**src/rtl/fp_norm_pkg.sv**
```systemverilog
// Shared definitions for the post-normalizer pipeline.
//   EXP_W_DEFAULT : default biased-exponent width
//   EXP_ALL_ONES  : Inf/NaN exponent code at the default width
//   MANT_W / LZ_W : mantissa width and leading-zero count width
//   norm_case_e   : stage-2 classification of the word being normalized
package fp_norm_pkg;

    localparam int MANT_W        = 16;
    localparam int LZ_W          = 4;
    localparam int EXP_W_DEFAULT = 8;
    localparam logic [EXP_W_DEFAULT-1:0] EXP_ALL_ONES = {EXP_W_DEFAULT{1'b1}};

    typedef enum logic [2:0] {
        NC_SPECIAL   = 3'd0,  // Inf/NaN exponent: pass through untouched
        NC_ZERO      = 3'd1,  // zero mantissa: canonical zero
        NC_DENORM_IN = 3'd2,  // already denormal: keep as is
        NC_SHIFT     = 3'd3,  // full normalization fits in the exponent
        NC_CLAMP     = 3'd4   // exponent runs out first: clamp to denormal
    } norm_case_e;

endpackage

```
**src/rtl/fp_normalize_pipe_lzc.sv**
```systemverilog
// LZC_16: combinational leading-zero counter for a 16-bit word.
//   A     : input word
//   R     : number of leading zeros (wraps to 0 for an all-zero word)
//   All_0 : high when A is zero
module LZC_16
    import fp_norm_pkg::*;
(
    input  logic [MANT_W-1:0] A,
    output logic [LZ_W-1:0]   R,
    output logic              All_0
);

    logic [LZ_W-1:0] r_s;

    // Scan from LSB upward; the highest set bit is the last to write r_s.
    always_comb begin
        r_s = {LZ_W{1'b0}};
        for (int i = 0; i < MANT_W; i++) begin
            if (A[i]) begin
                r_s = LZ_W'(MANT_W - 1 - i);
            end else begin
                r_s = r_s;
            end
        end
    end

    assign R     = r_s;
    assign All_0 = (A == {MANT_W{1'b0}});

endmodule

```
**src/rtl/fp_normalize_pipe.sv**
```systemverilog
// fp_normalize_pipe: two-stage post-normalizer for 16-bit mantissas.
//   Stage 1 captures the word and its leading-zero count; stage 2 shifts the
//   mantissa and adjusts the biased exponent, clamping to denormal when the
//   exponent cannot absorb the full shift.
// Ports:
//   CLK, RESET            clock (rising edge), asynchronous active-high reset
//   in_valid/in_ready     upstream handshake (in_ready is combinational)
//   in_sign/exp/mant      unnormalized word
//   out_valid/out_ready   downstream handshake
//   out_sign/exp/mant     normalized word
//   out_lz                shift actually applied
//   out_zero/out_denorm   zero-mantissa and clamped-to-denormal flags
module fp_normalize_pipe
    import fp_norm_pkg::*;
#(
    parameter int EXP_W = EXP_W_DEFAULT
) (
    input  logic              CLK,
    input  logic              RESET,
    input  logic              in_valid,
    output logic              in_ready,
    input  logic              in_sign,
    input  logic [EXP_W-1:0]  in_exp,
    input  logic [MANT_W-1:0] in_mant,
    output logic              out_valid,
    input  logic              out_ready,
    output logic              out_sign,
    output logic [EXP_W-1:0]  out_exp,
    output logic [MANT_W-1:0] out_mant,
    output logic [LZ_W-1:0]   out_lz,
    output logic              out_zero,
    output logic              out_denorm
);

    localparam logic [EXP_W-1:0] EXP_ONES = {EXP_W{1'b1}};
    localparam logic [EXP_W-1:0] EXP_ZERO = {EXP_W{1'b0}};
    localparam logic [EXP_W-1:0] EXP_ONE  = {{(EXP_W-1){1'b0}}, 1'b1};

    logic adv1_s, adv2_s;
    logic [LZ_W-1:0] lzc_r_s;
    logic            lzc_zero_s;

    logic              s1_valid_q, s1_sign_q, s1_zero_q;
    logic [EXP_W-1:0]  s1_exp_q;
    logic [MANT_W-1:0] s1_mant_q;
    logic [LZ_W-1:0]   s1_lz_q;

    logic              s2_valid_q, s2_sign_q, s2_zero_q, s2_denorm_q;
    logic [EXP_W-1:0]  s2_exp_q;
    logic [MANT_W-1:0] s2_mant_q;
    logic [LZ_W-1:0]   s2_lz_q;

    norm_case_e        ncase_s;
    logic [EXP_W-1:0]  e_m1_s, l_ext_s;
    logic [EXP_W-1:0]  s2_exp_d;
    logic [MANT_W-1:0] s2_mant_d;
    logic [LZ_W-1:0]   s2_lz_d;
    logic              s2_zero_d, s2_denorm_d;

    // A stage may load when it is empty or its contents move on this cycle.
    assign adv2_s   = ~s2_valid_q | out_ready;
    assign adv1_s   = ~s1_valid_q | adv2_s;
    assign in_ready = adv1_s & ~RESET;

    LZC_16 u_lzc (
        .A     (in_mant),
        .R     (lzc_r_s),
        .All_0 (lzc_zero_s)
    );

    // Stage 1: capture the incoming word with its leading-zero count.
    always_ff @(posedge CLK or posedge RESET) begin
        if (RESET) begin
            s1_valid_q <= 1'b0;
            s1_sign_q  <= 1'b0;
            s1_exp_q   <= EXP_ZERO;
            s1_mant_q  <= {MANT_W{1'b0}};
            s1_lz_q    <= {LZ_W{1'b0}};
            s1_zero_q  <= 1'b0;
        end else if (adv1_s) begin
            s1_valid_q <= in_valid;
            s1_sign_q  <= in_sign;
            s1_exp_q   <= in_exp;
            s1_mant_q  <= in_mant;
            s1_lz_q    <= lzc_r_s;
            s1_zero_q  <= lzc_zero_s;
        end
    end

    // Stage 2 classification; E-1 is only consumed when E >= 1.
    always_comb begin
        e_m1_s  = s1_exp_q - EXP_ONE;
        l_ext_s = {{(EXP_W-LZ_W){1'b0}}, s1_lz_q};
        if (s1_exp_q == EXP_ONES) begin
            ncase_s = NC_SPECIAL;
        end else if (s1_zero_q) begin
            ncase_s = NC_ZERO;
        end else if (s1_exp_q == EXP_ZERO) begin
            ncase_s = NC_DENORM_IN;
        end else if (l_ext_s <= e_m1_s) begin
            ncase_s = NC_SHIFT;
        end else begin
            ncase_s = NC_CLAMP;
        end
    end

    // Stage 2 datapath: shift and exponent adjust per classification.
    always_comb begin
        s2_exp_d    = s1_exp_q;
        s2_mant_d   = s1_mant_q;
        s2_lz_d     = {LZ_W{1'b0}};
        s2_zero_d   = 1'b0;
        s2_denorm_d = 1'b0;
        case (ncase_s)
            NC_SPECIAL: begin
                s2_exp_d  = s1_exp_q;
                s2_mant_d = s1_mant_q;
            end
            NC_ZERO: begin
                s2_exp_d  = EXP_ZERO;
                s2_mant_d = {MANT_W{1'b0}};
                s2_zero_d = 1'b1;
            end
            NC_DENORM_IN: begin
                s2_exp_d    = EXP_ZERO;
                s2_denorm_d = 1'b1;
            end
            NC_SHIFT: begin
                s2_mant_d = s1_mant_q << s1_lz_q;
                s2_exp_d  = s1_exp_q - l_ext_s;
                s2_lz_d   = s1_lz_q;
            end
            NC_CLAMP: begin
                // E-1 < L <= 15 here, so the low LZ_W bits hold the whole shift.
                s2_mant_d   = s1_mant_q << e_m1_s[LZ_W-1:0];
                s2_exp_d    = EXP_ZERO;
                s2_lz_d     = e_m1_s[LZ_W-1:0];
                s2_denorm_d = 1'b1;
            end
            default: begin
                s2_exp_d  = s1_exp_q;
                s2_mant_d = s1_mant_q;
            end
        endcase
    end

    // Stage 2 register: holds while the downstream stalls.
    always_ff @(posedge CLK or posedge RESET) begin
        if (RESET) begin
            s2_valid_q  <= 1'b0;
            s2_sign_q   <= 1'b0;
            s2_exp_q    <= EXP_ZERO;
            s2_mant_q   <= {MANT_W{1'b0}};
            s2_lz_q     <= {LZ_W{1'b0}};
            s2_zero_q   <= 1'b0;
            s2_denorm_q <= 1'b0;
        end else if (adv2_s) begin
            s2_valid_q  <= s1_valid_q;
            s2_sign_q   <= s1_sign_q;
            s2_exp_q    <= s2_exp_d;
            s2_mant_q   <= s2_mant_d;
            s2_lz_q     <= s2_lz_d;
            s2_zero_q   <= s2_zero_d;
            s2_denorm_q <= s2_denorm_d;
        end
    end

    assign out_valid  = s2_valid_q;
    assign out_sign   = s2_sign_q;
    assign out_exp    = s2_exp_q;
    assign out_mant   = s2_mant_q;
    assign out_lz     = s2_lz_q;
    assign out_zero   = s2_zero_q;
    assign out_denorm = s2_denorm_q;

endmodule

```
**config.mk**
```make
export PLATFORM = sky130hd
export DESIGN_NAME = fp_normalize_pipe
export DESIGN_NICKNAME = d
export VERILOG_FILES = /design/src/rtl/fp_norm_pkg.sv /design/src/rtl/fp_normalize_pipe_lzc.sv /design/src/rtl/fp_normalize_pipe.sv
export SDC_FILE = /design/constraint.sdc
export NUM_CORES = 1
export LEC_CHECK = 0
export BUFFER_PORTS_ARGS = -buffer_cell sky130_fd_sc_hd__buf_4
export CORE_MARGIN = 3
export CORE_UTILIZATION = 50
export DETAILED_ROUTE_END_ITERATION = 8
export PLACE_DENSITY = 0.73
export SYNTH_ARGS = -nofsm -noshare
export SYNTH_HDL_FRONTEND = slang
export SYNTH_SLANG_ARGS = --single-unit
```
**constraint.sdc**
```tcl
create_clock -name CLK -period 4.72 [get_ports CLK]
set_input_delay 1.416 -clock CLK [delete_from_list [all_inputs] [get_ports CLK]]
set_output_delay 1.416 -clock CLK [all_outputs]
set_load 0.05 [all_outputs]
```
Word-level counts from Yosys, hierarchy flattened

Cells that the tools add are included.

Register bits: 63
Input port bits: 29

Add/sub/neg operators: 2
Order comparisons: 1
Equality and inequality tests: 5
Shift operators: 2
Mux-type cells: 25
Bitwise logic cells: 6
Reduce and logical (&&, ||, !) cells: 4

Operator list:

| cell                  | number |
|---|---|
| $mux W4               | 16 |
| $pmux W16 S3          | 1 |
| $shl A16 B4 Y16       | 2 |
| $logic_not A16 Y1     | 1 |
| $pmux W8 S2           | 1 |
| $mux W3               | 4 |
| $eq A8 B8 Y1 const B  | 1 |
| $le A4 B8 Y1          | 1 |
| $logic_not A8 Y1      | 1 |
| $pmux W4 S2           | 1 |
| $sub A8 B1 Y8 const B | 1 |
| $sub A8 B4 Y8         | 1 |
| $eq A3 B2 Y1 const B  | 2 |
| $eq A3 B1 Y1 const B  | 1 |
| $eq A3 B3 Y1 const B  | 1 |
| $not A1 Y1            | 3 |
| $reduce_or A3 Y1      | 1 |
| $mux W1               | 2 |
| $or A1 B1 Y1          | 2 |
| $reduce_or A2 Y1      | 1 |
| $and A1 B1 Y1         | 1 |

Logic depth before layout (Yosys ltp)

Gate-level depths: netlist (run 1).

Word-level depth: 16
Gate-level depth with buffers: 15

Modules after synthesis

Synthesis (run 1) repeated with hierarchy kept, for this count alone.

Cell total of the unflattened synthesis: 441
Area, all modules: 3,973.8 um^2

By module, submodules not included:

| module            | instances | cells an instance | area an instance (um^2) | sequential area each (um^2) |
|---|---|---|---|---|
| fp_normalize_pipe | 1         | 408               | 3,788.6                 | 1,576.5 |
| LZC_16            | 1         | 33                | 185.2                   | 0.0 |

Least setup slack after synthesis (run 1)

Ideal clock, no wire load.

Kind: input to output
Start: input port out_ready
End: output port in_ready
Data arrival time: 2,736 ps
Required time: 3,304 ps
Slack: 568 ps
Cell stages on the path: 6
Path through: nor2b_1 clkbuf_1 and2_1 clkbuf_1 clkbuf_1 nor2_1

Longest elaborated chain between the ends: 3

Ends and longest elaborated chain:

| what               | line                    | source |
|---|---|---|
| start: declaration | fp_normalize_pipe.sv:26 | `input logic out_ready,` |
| $or A1 B1 Y1       | fp_normalize_pipe.sv:61 | `assign adv2_s = ~s2_valid_q \| out_ready;` |
| $or A1 B1 Y1       | fp_normalize_pipe.sv:62 | `assign adv1_s = ~s1_valid_q \| adv2_s;` |
| $and A1 B1 Y1      | fp_normalize_pipe.sv:63 | `assign in_ready = adv1_s & ~RESET;` |
| end: declaration   | fp_normalize_pipe.sv:21 | `output logic in_ready,` |

Every way passes these cells.

Worst setup path in the final report (run 1)

Start: register s1_exp_q[2]
End: register s2_mant_q[13], in the netlist out_mant[13]

Longest elaborated chain between the ends: 8

Ends and longest elaborated chain:

| what                                 | line                     | source |
|---|---|---|
| start: declaration                   | fp_normalize_pipe.sv:44  | `logic [EXP_W-1:0] s1_exp_q;` |
| start signal: assignment             | fp_normalize_pipe.sv:83  | `s1_exp_q <= in_exp;` |
| $sub A8 B1 Y8                        | fp_normalize_pipe.sv:92  | `e_m1_s = s1_exp_q - EXP_ONE;` |
| $le A4 B8 Y1                         | fp_normalize_pipe.sv:100 | `end else if (l_ext_s <= e_m1_s) begin` |
| $mux W3                              | fp_normalize_pipe.sv:100 |  |
| $mux W3                              | fp_normalize_pipe.sv:98  | `end else if (s1_exp_q == EXP_ZERO) begin` |
| $mux W3                              | fp_normalize_pipe.sv:96  | `end else if (s1_zero_q) begin` |
| $mux W3                              | fp_normalize_pipe.sv:94  | `if (s1_exp_q == EXP_ONES) begin` |
| $eq A3 B3 Y1 (tied with other cells) | fp_normalize_pipe.sv:114 | `case (ncase_s)` |
| $pmux W16 S3 *                       | fp_normalize_pipe.sv:114 |  |
| end signal: assignment               | fp_normalize_pipe.sv:153 | `s2_mant_q <= {MANT_W{1'b0}};` |
| end signal: assignment               | fp_normalize_pipe.sv:161 | `s2_mant_q <= s2_mant_d;` |
| end: declaration                     | fp_normalize_pipe.sv:50  | `logic [MANT_W-1:0] s2_mant_q;` |

Mark *: on every way between the ends. The rest lies on a longest branch, timed or not.
A chain may end at the register's enable or synchronous reset.

==> summary.md, run 1 <==
| Metric | Value |
|---|---|
| Overall die width | `94.3 um` |
| Critical Path Slowest Stage Cell | `o21ai_4` |
| Type of the tightest min-delay check | `reg2reg` |
| Total nets after synthesis | `493` |
| Worst path required time | `4.92 ns` |
| Buffers on Ports | `between 60 and 70` |
| Mapped cell area | `3900 sq um` |
| RSZ-0062 raised after global routing | `false` |
| Static Leak | `2.25 nW` |
| Number of warnings printed during yosys synthesis | `0` |
| Initial core utilization | `52.6%` |
| Worst Path Max Fanout | `15` |
| CTS resizes | `0` |
| NumNets Final | `546` |
| Total clock buffers created by CTS | `9` |
| Final estimated routing congestion in global placement | `0.895` |
| DRC Markers | `0` |
| Smallest setup slack after layout | `0.554 ns` |
| Final sum of negative setup slack | `0 ns` |
| Die Ht | `~94 um` |
| Max rail drop VDD | `0.155 mV` |
| Detailed Place HPWL | `7.69 mm` |
| Crit. End Element | `flip-flop` |
| Post-synth top flop | `dfrtp_1` |
| Layout cell share with drive strength beyond 1 | `a little under a fifth` |
| Final number of hold-violating endpoints | `0` |
| GR Util met2 | `36.9%` |
| Slew margin rel. | `40.8%` |
| Cells after synthesis | `453` |
| ANT cells | `0` |
| Remaining number of nets flagged by the antenna check after routing | `0` |
| Clock buffer depth | `2` |
| Clk Latency, worst-skew pair | `0.34 ns` |
| Total of endpoints with negative setup slack in the final report | `0` |
| Sequence of cells on the critical path | `nor3_1 > xor2_1 > inv_1 > ha_1 > o211a_1 > o311a_1 > and3_1 > o21ai_4 > buf_4 > mux2i_1 > mux2i_1 > a32oi_1 > o311ai_1` |
| Arrival time of the worst setup path | `4.37 ns` |
| Worst Max-Slew Pin Slew | `0.886 ns` |
| Crit Reg-Reg Endpoint | `out_mant[13]$_DFFE_PP0P_` |
| Synthesis-to-finish area growth | `17.1%` |
| Proportion of synthesized flip-flops having asynchronous set or reset | `100%` |
| Highest Clock Rate | `approximately 240 MHz` |
| Met1 GRT Util | `35.6%` |
| Reg-to-reg startpoint | `s1_exp_q[2]$_DFFE_PP0N_` |
| Number of distinct standard cells referenced by the synthesized netlist | `56` |
| Crit-path max cell delay | `0.53 ns` |
| Total Power Consumption | `between 1.5 and 2 mW` |
| Worst clock skew on the final layout | `0.0123 ns` |
| Crit-path most repeated cell | `mux2i_1` |
| Maximum number of pins on one net before global-route repair | `36` |
| GRT met3 Usage | `5.29%` |
| I/O pin total | `62` |
| Status | `finished, final reports clean` |
| Worst-case hold path end point | `out_sign$_DFFE_PP0P_` |
| Number of cells on the worst hold path | `2` |
| Mean Syn Cell Area | `8.60 sq um` |
| # H-tree levels | `3` |
| Overall overflow remaining after global route | `0` |
| Die ar. | `8890 sq um` |
| Global-route wire length before repair | `16.8 mm` |
| Antenna violations before repair | `0` |
| Minimum setup slack among reg-to-reg paths | `0.55 ns` |
| Vias in the first global route | `3324` |
| GRT busiest layer | `met2` |
| Post-CTS repair timing setup buffer count | `0` |
| Core Region | `about 7400 sq um` |
| Clock-pin slew reported for the worst setup and hold paths after clock tree synthesis | `0.07 ns` |
| Worst Reg-to-Reg Cells | `13` |
| Post-layout minimum cycle time | `4.17 ns` |
| Total via count after detailed routing | `3540` |
| Crit start category | `flip-flop` |
| Number of DRC violations after detailed-routing iteration 0 | `259` |
| Count of hold buffers inserted by post-cts repair | `0` |
| Worst hold path startpoint | `out_sign$_DFFE_PP0P_` |
| Number of max-capacitance violations reported | `0` |
| Number of flip-flops and latches in the synthesized netlist | `63` |
| Root buffer selected by CTS | `clkbuf_8` |
| Total routing resource utilization after global routing | `about a quarter` |
| TritonCTS clock tree | `yes` |
| Drt via density | `5.80` |
| # clock sinks | `63` |
| Total wire length after detailed routing | `10.3 mm` |
| Placement row count | `31` |
| Period utilization | `88.3%` |
| Share of synthesized area occupied by flip-flops and latches | `40.5%` |
| Dpl ws | `0.603 ns` |
| Kind of critical path | `reg2reg` |
| Number of enable flip-flop cells after synthesis | `0` |
| Power per unit of standard cell area | `around 390 nW/um^2` |
| Max Transition Viols Final | `0` |
| Detailed-route wire length per cell | `16.9 um` |
| First-pass iteration count of the detailed router | `7` |
-- flip-flops by register name (all words and copies together) (netlist names), 4 cells and up --
register,cells
s1_mant_q,16
s1_lz_q,4
out_exp,8
out_lz,4
out_mant,16
s1_exp_q,8
-- report_power, final --
group,switching (mW),internal (mW),total [mW]
combinational,0.441,0.233,0.674
sequential,0.0805,0.620,0.701
clock,0.203,0.218,0.421
total,0.724,1.07,1.80
-- area by class of cell --
class	count	area, sq um
clock inverters	3	17.5
clock buffers	13	159
well taps	99	124
multi-input cells	351	2130
repair buffers	67	503
inverters	14	52.6
fillers	686	2850
flip-flops and latches	63	1580
-- layer usage --
| layer | part of all wire (%) | vias to the layer above |
|---|---|---|
| li1 | - | 1708 |
| met2 | 44 | 149 |
| met1 | 46 | 1667 |
| met4 | 1.6 | 0 |
| met5 | 0 | - |
| met3 | 8.0 | 16 |
-- per-stage QoR --
| step | hold WS (ns) | std cells | cell area (sq um) | util [%] |
|---|---|---|---|---|
| 3_3_place_gp | 0.452 | 594 | 4390 | 59.2 |
| 3_5_place_dp | 0.464 | 594 | 4390 | 59.2 |
| 2_1_floorplan | 0.439 | 453 | 3900 | - |
| 5_1_grt | 0.519 | 610 | 4560 | 61.6 |
| 4_1_cts | 0.478 | 610 | 4560 | 61.6 |
| 6_report | 0.472 | 610 | 4560 | 61.6 |
-- worst max-delay path by stage --
stage                               end  slack (ns)                    start
6_report       out_mant[13]$_DFFE_PP0P_        0.55  s1_exp_q[2]$_DFFE_PP0N_
5_1_grt        out_mant[10]$_DFFE_PP0P_        0.23  s1_exp_q[2]$_DFFE_PP0N_
4_1_cts        out_mant[13]$_DFFE_PP0P_        0.58  s1_exp_q[2]$_DFFE_PP0N_
3_5_place_dp   out_mant[10]$_DFFE_PP0P_        0.60  s1_exp_q[2]$_DFFE_PP0N_
3_3_place_gp   out_mant[10]$_DFFE_PP0P_        0.68  s1_exp_q[0]$_DFFE_PP0N_
2_1_floorplan                  in_ready        0.57                out_ready
-- logic make-up (layout without fill, tap and decap cells) --
family	count (synthesis)	after routing	share of synthesized area, %
AO/OA/AOI/OAI	105	105	18.1
XOR/XNOR	9	9	2.02
adder cells (fa/ha/maj)	11	11	3.73
buffers and inverters	39	97	4.95
flip-flops	63	63	40.5
multiplexers	35	35	9.57
AND/OR/NAND/NOR	191	191	21.2
-- critical path, delay by kind of cell, from the launching register on --
family                   cells  cell delay, ns
flip-flops                   1            0.46
adder cells (fa/ha/maj)      1            0.32
XOR/XNOR                     1            0.35
multiplexers                 2            0.35
AO/OA/AOI/OAI                5            1.48
buffers and inverters        2            0.43
AND/OR/NAND/NOR              2            0.63
-- synthesized netlist by cell type (all sizes together) (4+ instances only) --
library cell	n	area, sq um
a221oi	6	52.6
o31ai	4	30.0
dfrtp	63	1580
ha	10	125
nand4	4	25.0
xor2	6	52.6
and3	5	31.3
nand2	100	375
nand3	8	40.0
inv	14	52.6
and2	4	25.0
nor2	43	164
a21oi	34	170
buf	9	80.1
clkbuf	16	60.1
nor3	12	60.1
a21o	4	30.0
mux2i	33	350
o21ai	23	141
o22ai	4	25.0
-- placed cells by master, fill, tap and decap left out, drive strengths merged, types with 2 or more instances in the layout --
master,n
nor4,3
and2,4
inv,14
clkbuf,13
buf,67
o41ai,2
nand2b,3
o31ai,4
a211o,3
o22ai,4
nand3,8
a31oi,2
mux2,2
o211a,2
o21bai,3
a21oi,34
ha,10
xnor2,3
a221o,3
and3,5
a32oi,3
nor2b,3
clkinv,2
nand4,4
mux2i,33
o21ai,23
nor2,43
nor3,12
or4,2
o2bb2ai,3
nand2,100
a22oi,3
a21o,4
xor2,6
a221oi,6
or3,2
dfrtp,63
(Power assumes the default switching activity.)
==> run 2: changes to the inputs <==
--- a/config.mk
+++ b/config.mk
@@ -6,10 +6,13 @@
 export NUM_CORES = 1
 export LEC_CHECK = 0
 export BUFFER_PORTS_ARGS = -buffer_cell sky130_fd_sc_hd__buf_4
+export CAP_MARGIN = 20
+export CELL_PAD_IN_SITES_DETAIL_PLACEMENT = 0
+export CELL_PAD_IN_SITES_GLOBAL_PLACEMENT = 1
 export CORE_MARGIN = 3
-export CORE_UTILIZATION = 50
+export CORE_UTILIZATION = 43
 export DETAILED_ROUTE_END_ITERATION = 8
-export PLACE_DENSITY = 0.73
+export PLACE_DENSITY = 0.82
 export SYNTH_ARGS = -nofsm -noshare
 export SYNTH_HDL_FRONTEND = slang
 export SYNTH_SLANG_ARGS = --single-unit
==> run 2 against run 1 <==
- design area is 1.4% higher
- count of clock-buffer cells in the layout fell by 2
- final cell count up 1.6%
- via count rose by 0.34%
- worst hold slack better by 0.0098 ns
- clock skew grew 0.0027 ns
- sequential share of layout area decreased by 0.49 points
- critical endpoint is now out_mant[14]$_DFFE_PP0P_
- highest routed layer unchanged
==> summary.md, run 2 (synthesized netlist as in run 1, its figures left out) <==
| Metric | Value |
|---|---|
| Status | `finished, final reports clean` |
| Total routing resource utilization after global routing | `21.5% (-3.1 points)` |
| Worst hold slack | `0.482 ns (+0.00977 ns)` |
| Period utilization | `89.7% (+1.4 points)` |
| Worst setup path endpoint | `out_mant[14]$_DFFE_PP0P_` |
| Overall overflow remaining after global route | `0 (unchanged)` |
| Synthesis-to-finish area growth | `18.8%` |
| Total clock buffers created by CTS | `9 (unchanged)` |
| Kind of critical path | `reg2reg` |
| Total of endpoints with negative setup slack in the final report | `0 (unchanged)` |
| Vias in the first global route | `3408 (+2.5%)` |
| Minimum setup slack among reg-to-reg paths | `0.49 ns (-0.07 ns)` |
| Sequential fraction of design power | `36.8% (-2.2 points)` |
| Count of hold buffers inserted by post-cts repair | `0 (unchanged)` |
| Number of max-capacitance violations reported | `0 (unchanged)` |
| Die Ht | `101 um (+7.3%)` |
| # clock sinks | `63 (unchanged)` |
| I/O pin total | `62 (unchanged)` |
| DRC Markers | `0 (unchanged)` |
| Arrival time of the worst setup path | `4.46 ns (+0.09 ns)` |
| Most common library cell in the layout ignoring fill and taps | `nand2_1` |
| Placement row count | `34 (+9.7%)` |
| Worst Reg-to-Reg Cells | `12 (-1)` |
| Max rail drop VDD | `0.172 mV (+11%)` |
| Final standard cell count with taps included and fillers excluded | `620 (+1.6%)` |
| Number of cells on the worst hold path | `2 (unchanged)` |
| TritonCTS clock tree | `yes` |
| Reg-to-reg startpoint | `s1_exp_q[2]$_DFFE_PP0N_` |
| Die ar. | `10200 sq um (+15%)` |
| Worst path required time | `4.95 ns (+0.03 ns)` |
| Crit start category | `flip-flop` |
| Power share of the clock group | `27.6% (+4.2 points)` |
| Worst Path Max Fanout | `24 (+9)` |
| Worst Max-Slew Pin Slew | `0.869 ns (-0.0177 ns)` |
| Instance count after placement with tap cells included | `604 (+1.7%)` |
| RSZ-0062 raised after global routing | `false` |
| Core Region | `8760 sq um (+18%)` |
| Global-route wire length before repair | `17.2 mm (+2.6%)` |
| Initial core utilization | `44.5% (-8.1 points)` |
| NumNets Final | `547 (+0.18%)` |
| Final sum of negative setup slack | `0 ns (unchanged)` |
| Remaining number of nets flagged by the antenna check after routing | `0 (unchanged)` |
| Portion of total power attributed to combinational logic | `35.6% (-1.9 points)` |
| Number of fill cells in the layout | `872 (+27%)` |
| Slew margin rel. | `42.0% (+1.2 points)` |
| Start point of the critical path | `s1_exp_q[2]$_DFFE_PP0N_` |
| Total via count after detailed routing | `3552 (+0.34%)` |
| Static Leak | `2.28 nW (+1.1%)` |
| Root buffer selected by CTS | `clkbuf_8` |
| Switching pwr | `0.737 mW (+1.8%)` |
| Drt via density | `5.73 (-1.3%)` |
| Clk Latency, worst-skew pair | `0.35 ns (about the same)` |
| Power per unit of standard cell area | `411 nW/um^2 (+4.5%)` |
| Crit Reg-Reg Endpoint | `out_mant[14]$_DFFE_PP0P_` |
| Max Transition Viols Final | `0 (unchanged)` |
| Maximum number of pins on one net before global-route repair | `36 (unchanged)` |
| Total wire length after detailed routing | `10.6 mm (+3.2%)` |
| Clock-pin slew reported for the worst setup and hold paths after clock tree synthesis | `0.08 ns (about the same)` |
| Total area of sequential cells | `1580 sq um (unchanged)` |
| Final number of hold-violating endpoints | `0 (unchanged)` |
| First-pass iteration count of the detailed router | `4 (-3)` |
| Layout cell share with drive strength beyond 1 | `18.6% (+0.36 points)` |
| Detailed Place HPWL | `7.88 mm (+2.5%)` |
| Buffers on Ports | `61 (unchanged)` |
| Total Power Consumption | `1.90 mW (+6.0%)` |
| Highest Clock Rate | `236 MHz (-1.6%)` |
| Multi-input logic area | `2130 sq um (unchanged)` |
| ANT cells | `0 (unchanged)` |
| Smallest setup slack after layout | `0.487 ns (-0.0671 ns)` |
| # H-tree levels | `3 (unchanged)` |
| Clock buffer depth | `2 (unchanged)` |
| Crit. End Element | `flip-flop` |
| Antenna violations before repair | `0 (unchanged)` |
| Type of the tightest min-delay check | `reg2reg` |
| Dpl ws | `0.585 ns (-0.0180 ns)` |
| Internal cell power | `1.17 mW (+8.9%)` |
| Number of DRC violations after detailed-routing iteration 0 | `273 (+5.4%)` |
| Detailed-route wire length per cell | `17.1 um (+1.6%)` |
| Post-CTS repair timing setup buffer count | `0 (unchanged)` |
| Overall die width | `101 um (+7.3%)` |
| Final estimated routing congestion in global placement | `0.920 (+2.8%)` |
| Post-layout minimum cycle time | `4.23 ns (+0.0671 ns)` |
| CTS resizes | `0 (unchanged)` |
| Net switching fraction of the power | `38.7% (-1.6 points)` |
| Worst clock skew on the final layout | `0.0151 ns (+0.00272 ns)` |
| Most frequent cells in the layout | `nand2_1 (100), buf_4 (68), dfrtp_1 (63)` |
==> run 2: layout make-up <==
cell class	count	area share (%)
Multi-Input combinational cell	351	46.0
Inverter	14	1.14
Clock buffer	11	3.06
Timing Repair Buffer	68	11.0
Tap cell	108	2.92
Clock inverter	5	1.76
Sequential cell	63	34.1
==> run 2: worst min path at each step <==
stage / startpoint / to / slack (ns)
floorplan: s1_sign_q$_DFFE_PP0N_ / s1_sign_q$_DFFE_PP0N_ / 0.44
global placement: out_sign$_DFFE_PP0P_ / out_sign$_DFFE_PP0P_ / 0.46
detailed placement: out_lz[2]$_DFFE_PP0P_ / out_lz[2]$_DFFE_PP0P_ / 0.47
CTS: out_lz[2]$_DFFE_PP0P_ / out_lz[2]$_DFFE_PP0P_ / 0.49
global route: out_lz[2]$_DFFE_PP0P_ / out_lz[2]$_DFFE_PP0P_ / 0.50
finish: out_sign$_DFFE_PP0P_ / out_sign$_DFFE_PP0P_ / 0.48
==> run 2: power groups by stage <==
stage	clock network (mW)	registers, mW	logic, mW
6_report	0.525	0.701	0.677
5_1_grt	0.562	0.712	0.729
4_1_cts	0.536	0.700	0.678
3_5_place_dp	0	0.710	0.676
3_3_place_gp	0	0.707	0.667
2_1_floorplan	0	0.883	0.297
==> run 2: stage by stage <==
step	area (sq um)	utilization [%]
after global placement	4400	50.3
after floorplan	3900	-
after CTS	4630	52.8
after global routing	4630	52.8
final	4630	52.8
after detailed placement	4400	50.3
==> run 2: layer usage <==
metal / vias up / part of all wire (%) / GRT usage (%)
met5: - / 0 / 0
met4: 0 / 2.2 / 9.00
met3: 20 / 7.1 / 3.24
met2: 144 / 43 / 31.1
met1: 1679 / 47 / 32.0
li1: 1709 / - / -
==> run 2: worst max-delay path, cell delays in order, from the launching register on <==
cell,delay [ns]
dfrtp_1,0.47
nor3_1,0.25
xor2_1,0.36
inv_1,0.13
ha_1,0.32
o211a_1,0.14
o311a_1,0.39
and3_1,0.40
o21ai_4,0.69
mux2i_1,0.34
mux2i_1,0.20
o2bb2ai_1,0.18
a211o_1,0.24
==> run 3: changes to the inputs <==
--- a/config.mk
+++ b/config.mk
@@ -12,6 +12,7 @@
 export CORE_MARGIN = 3
 export CORE_UTILIZATION = 43
 export DETAILED_ROUTE_END_ITERATION = 8
+export GPL_TIMING_DRIVEN = 0
 export PLACE_DENSITY = 0.82
 export SYNTH_ARGS = -nofsm -noshare
 export SYNTH_HDL_FRONTEND = slang
==> run 3 against run 2 <==
- critical endpoint is now in_ready
- sequential share of layout area is 0.83 points lower
- count of clock-buffer cells in the layout stayed put
- wire length is 4.2% higher
- utilization is 1.3 points higher
- combinational power is 3.1% higher
- via count is 1.8% higher
- power is 1.7% higher
- critical path type is now in2out
- clock skew is 0.0041 ns lower
==> summary.md, run 3 (synthesized netlist as in run 1, its figures left out) <==
| Metric | Value |
|---|---|
| Initial core utilization | `44.5% (unchanged)` |
| CTS resizes | `0 (unchanged)` |
| Global-route wire length before repair | `18.2 mm (+5.7%)` |
| Die ar. | `10200 sq um (unchanged)` |
| Portion of total power attributed to combinational logic | `36.0% (+0.4 points)` |
| Sequence of cells on the critical path | `buf_4 > nor2b_1 > clkbuf_2 > and2_1 > clkbuf_1 > clkbuf_1 > nor2_1 > buf_4` |
| Final sum of negative setup slack | `0 ns (unchanged)` |
| Worst Path Max Fanout | `10 (-58%)` |
| Highest Clock Rate | `232 MHz (-1.9%)` |
| DRC Markers | `0 (unchanged)` |
| Worst Max-Slew Pin Slew | `0.764 ns (-0.105 ns)` |
| Multi-input logic area | `2130 sq um (-0.12%)` |
| Remaining number of nets flagged by the antenna check after routing | `0 (unchanged)` |
| Smallest setup slack after layout | `0.405 ns (-0.0826 ns)` |
| Count of hold buffers inserted by post-cts repair | `0 (unchanged)` |
| Overall die width | `101 um (unchanged)` |
| Kind of critical path | `in2out` |
| Sequential fraction of design power | `36.0% (-0.8 points)` |
| Clock buffer depth | `2 (unchanged)` |
| Total of endpoints with negative setup slack in the final report | `0 (unchanged)` |
| Drt via density | `5.66 (-1.3%)` |
| Final estimated routing congestion in global placement | `0.929 (+0.91%)` |
| Power per unit of standard cell area | `408 nW/um^2 (-0.73%)` |
| TritonCTS clock tree | `yes` |
| Worst hold path startpoint | `out_exp[2]$_DFFE_PP0P_` |
| Most common library cell in the layout ignoring fill and taps | `nand2_1` |
| Arrival time of the worst setup path | `2.90 ns (-1.56 ns)` |
| Final standard cell count with taps included and fillers excluded | `639 (+3.1%)` |
| Worst Reg-to-Reg Cells | `13 (+1)` |
| I/O pin total | `62 (unchanged)` |
| Final number of hold-violating endpoints | `0 (unchanged)` |
| Instance count after placement with tap cells included | `623 (+3.1%)` |
| Status | `finished, final reports clean` |
| Clk Latency, worst-skew pair | `0.35 ns (about the same)` |
| Dpl ws | `0.199 ns (-0.386 ns)` |
| Root buffer selected by CTS | `clkbuf_8` |
| Max rail drop VDD | `0.129 mV (-25%)` |
| Total wire length after detailed routing | `11.1 mm (+4.2%)` |
| Number of cells on the worst hold path | `2 (unchanged)` |
| Overall overflow remaining after global route | `0 (unchanged)` |
| Total routing resource utilization after global routing | `22.9% (+1.4 points)` |
| Crit-path max cell delay | `0.40 ns (-0.29 ns)` |
| Number of buffer and inverter instances along the worst setup path | `5 (+4)` |
| Worst-case hold path end point | `out_exp[2]$_DFFE_PP0P_` |
| Clock-pin slew reported for the worst setup and hold paths after clock tree synthesis | `0.07 ns (about the same)` |
| Net switching fraction of the power | `38.6% (-0.10 points)` |
| Internal cell power | `1.19 mW (+1.9%)` |
| Number of fill cells in the layout | `867 (-0.57%)` |
| Post-layout minimum cycle time | `4.32 ns (+0.0826 ns)` |
| Max Transition Viols Final | `0 (unchanged)` |
| Maximum number of pins on one net before global-route repair | `35 (-2.8%)` |
| Detailed-route wire length per cell | `17.3 um (+1.1%)` |
| Die Ht | `101 um (unchanged)` |
| Number of max-capacitance violations reported | `0 (unchanged)` |
| Worst path required time | `3.30 ns (-1.65 ns)` |
| Layout cell share with drive strength beyond 1 | `18.3% (-0.29 points)` |
| Buffers on Ports | `61 (unchanged)` |
| Most frequent cells in the layout | `nand2_1 (100), dfrtp_1 (63), buf_4 (62)` |
| Static Leak | `2.32 nW (+1.8%)` |
| Vias in the first global route | `3359 (-1.4%)` |
| Antenna violations before repair | `0 (unchanged)` |
| Reg-to-reg startpoint | `s1_exp_q[0]$_DFFE_PP0N_` |
| # clock sinks | `63 (unchanged)` |
| Power share of the clock group | `28.0% (+0.4 points)` |
| Total via count after detailed routing | `3615 (+1.8%)` |
| ANT cells | `0 (unchanged)` |
| Total area of sequential cells | `1580 sq um (unchanged)` |
| RSZ-0062 raised after global routing | `false` |
| Post-placement cell area | `4510 sq um (+2.4%)` |
| Post-CTS repair timing setup buffer count | `0 (unchanged)` |
| Total Power Consumption | `1.94 mW (+1.7%)` |
| Final non-filler cell area | `4740 sq um (+2.5%)` |
| Detailed Place HPWL | `8.49 mm (+7.7%)` |
| Total clock buffers created by CTS | `9 (unchanged)` |
| NumNets Final | `566 (+3.5%)` |
| Type of the tightest min-delay check | `reg2reg` |
| Period utilization | `91.4% (+1.7 points)` |
| Switching pwr | `0.748 mW (+1.5%)` |
| Synthesis-to-finish area growth | `21.7%` |
| Crit. End Element | `output pin` |
| Crit path max-delay family | `buffers and inverters` |
| Worst clock skew on the final layout | `0.0109 ns (-0.00411 ns)` |
| Placement row count | `34 (unchanged)` |
| Slew margin rel. | `49.0% (+7.0 points)` |
| Minimum setup slack among reg-to-reg paths | `0.74 ns (+0.25 ns)` |
| Crit start category | `primary input` |
| # H-tree levels | `3 (unchanged)` |
| Critical Path Slowest Stage Cell | `clkbuf_1` |
| Core Region | `8760 sq um (unchanged)` |
| Crit Reg-Reg Endpoint | `out_mant[13]$_DFFE_PP0P_` |
| Number of DRC violations after detailed-routing iteration 0 | `244 (-11%)` |
| First-pass iteration count of the detailed router | `7 (+3)` |
run 3: layout make-up:
class	count	share of cell area, %
clock buffers	11	3.19
flip-flops and latches	63	33.2
plain buffers	25	2.98
clock inverters	5	1.69
inverters	14	1.11
multi-input cells	351	44.9
well taps	108	2.85
repair buffers	62	10.1
run 3: worst reg2reg max path: stages (launching register included):
cell and delay, ns:
dfrtp_1 0.46, nor3_1 0.25, xor2_1 0.38, inv_1 0.13
ha_1 0.32, o211a_1 0.14, o311a_1 0.38, and2_1 0.17
clkbuf_1 0.16, a211oi_1 0.47, nand2_1 0.27, nor2_1 0.43
a32oi_1 0.17, o311ai_1 0.13
run 3: worst max-delay path by stage:
stage / depth (start not counted) / end / from
after floorplan: 6 / in_ready / out_ready
after global placement: 8 / in_ready / out_ready
after detailed placement: 8 / in_ready / out_ready
after CTS: 8 / in_ready / out_ready
after global routing: 8 / in_ready / out_ready
final: 8 / in_ready / out_ready
run 3: through the flow:
step	utilization (%)	hold slack (ns)
final	54.1	0.485
after global routing	54.1	0.511
after CTS	54.1	0.488
after detailed placement	51.5	0.470
after global placement	51.2	0.459
after floorplan	-	0.439
run 3: power groups by stage:
stage          Sequential (mW)  Clock (mW)  Combinational (mW)
6_report                 0.697       0.542               0.698
5_1_grt                  0.708       0.577               0.752
4_1_cts                  0.696       0.551               0.698
3_5_place_dp             0.707           0               0.696
3_3_place_gp             0.702           0               0.687
2_1_floorplan            0.883           0               0.297
run 3: per-layer routing:
layer	wire length (um)	GRT usage, %	vias to the layer above
li1	-	-	1747
met1	5380	35.1	1709
met2	4730	32.7	139
met3	712	3.31	20
met4	248	7.98	0
met5	0	0	-
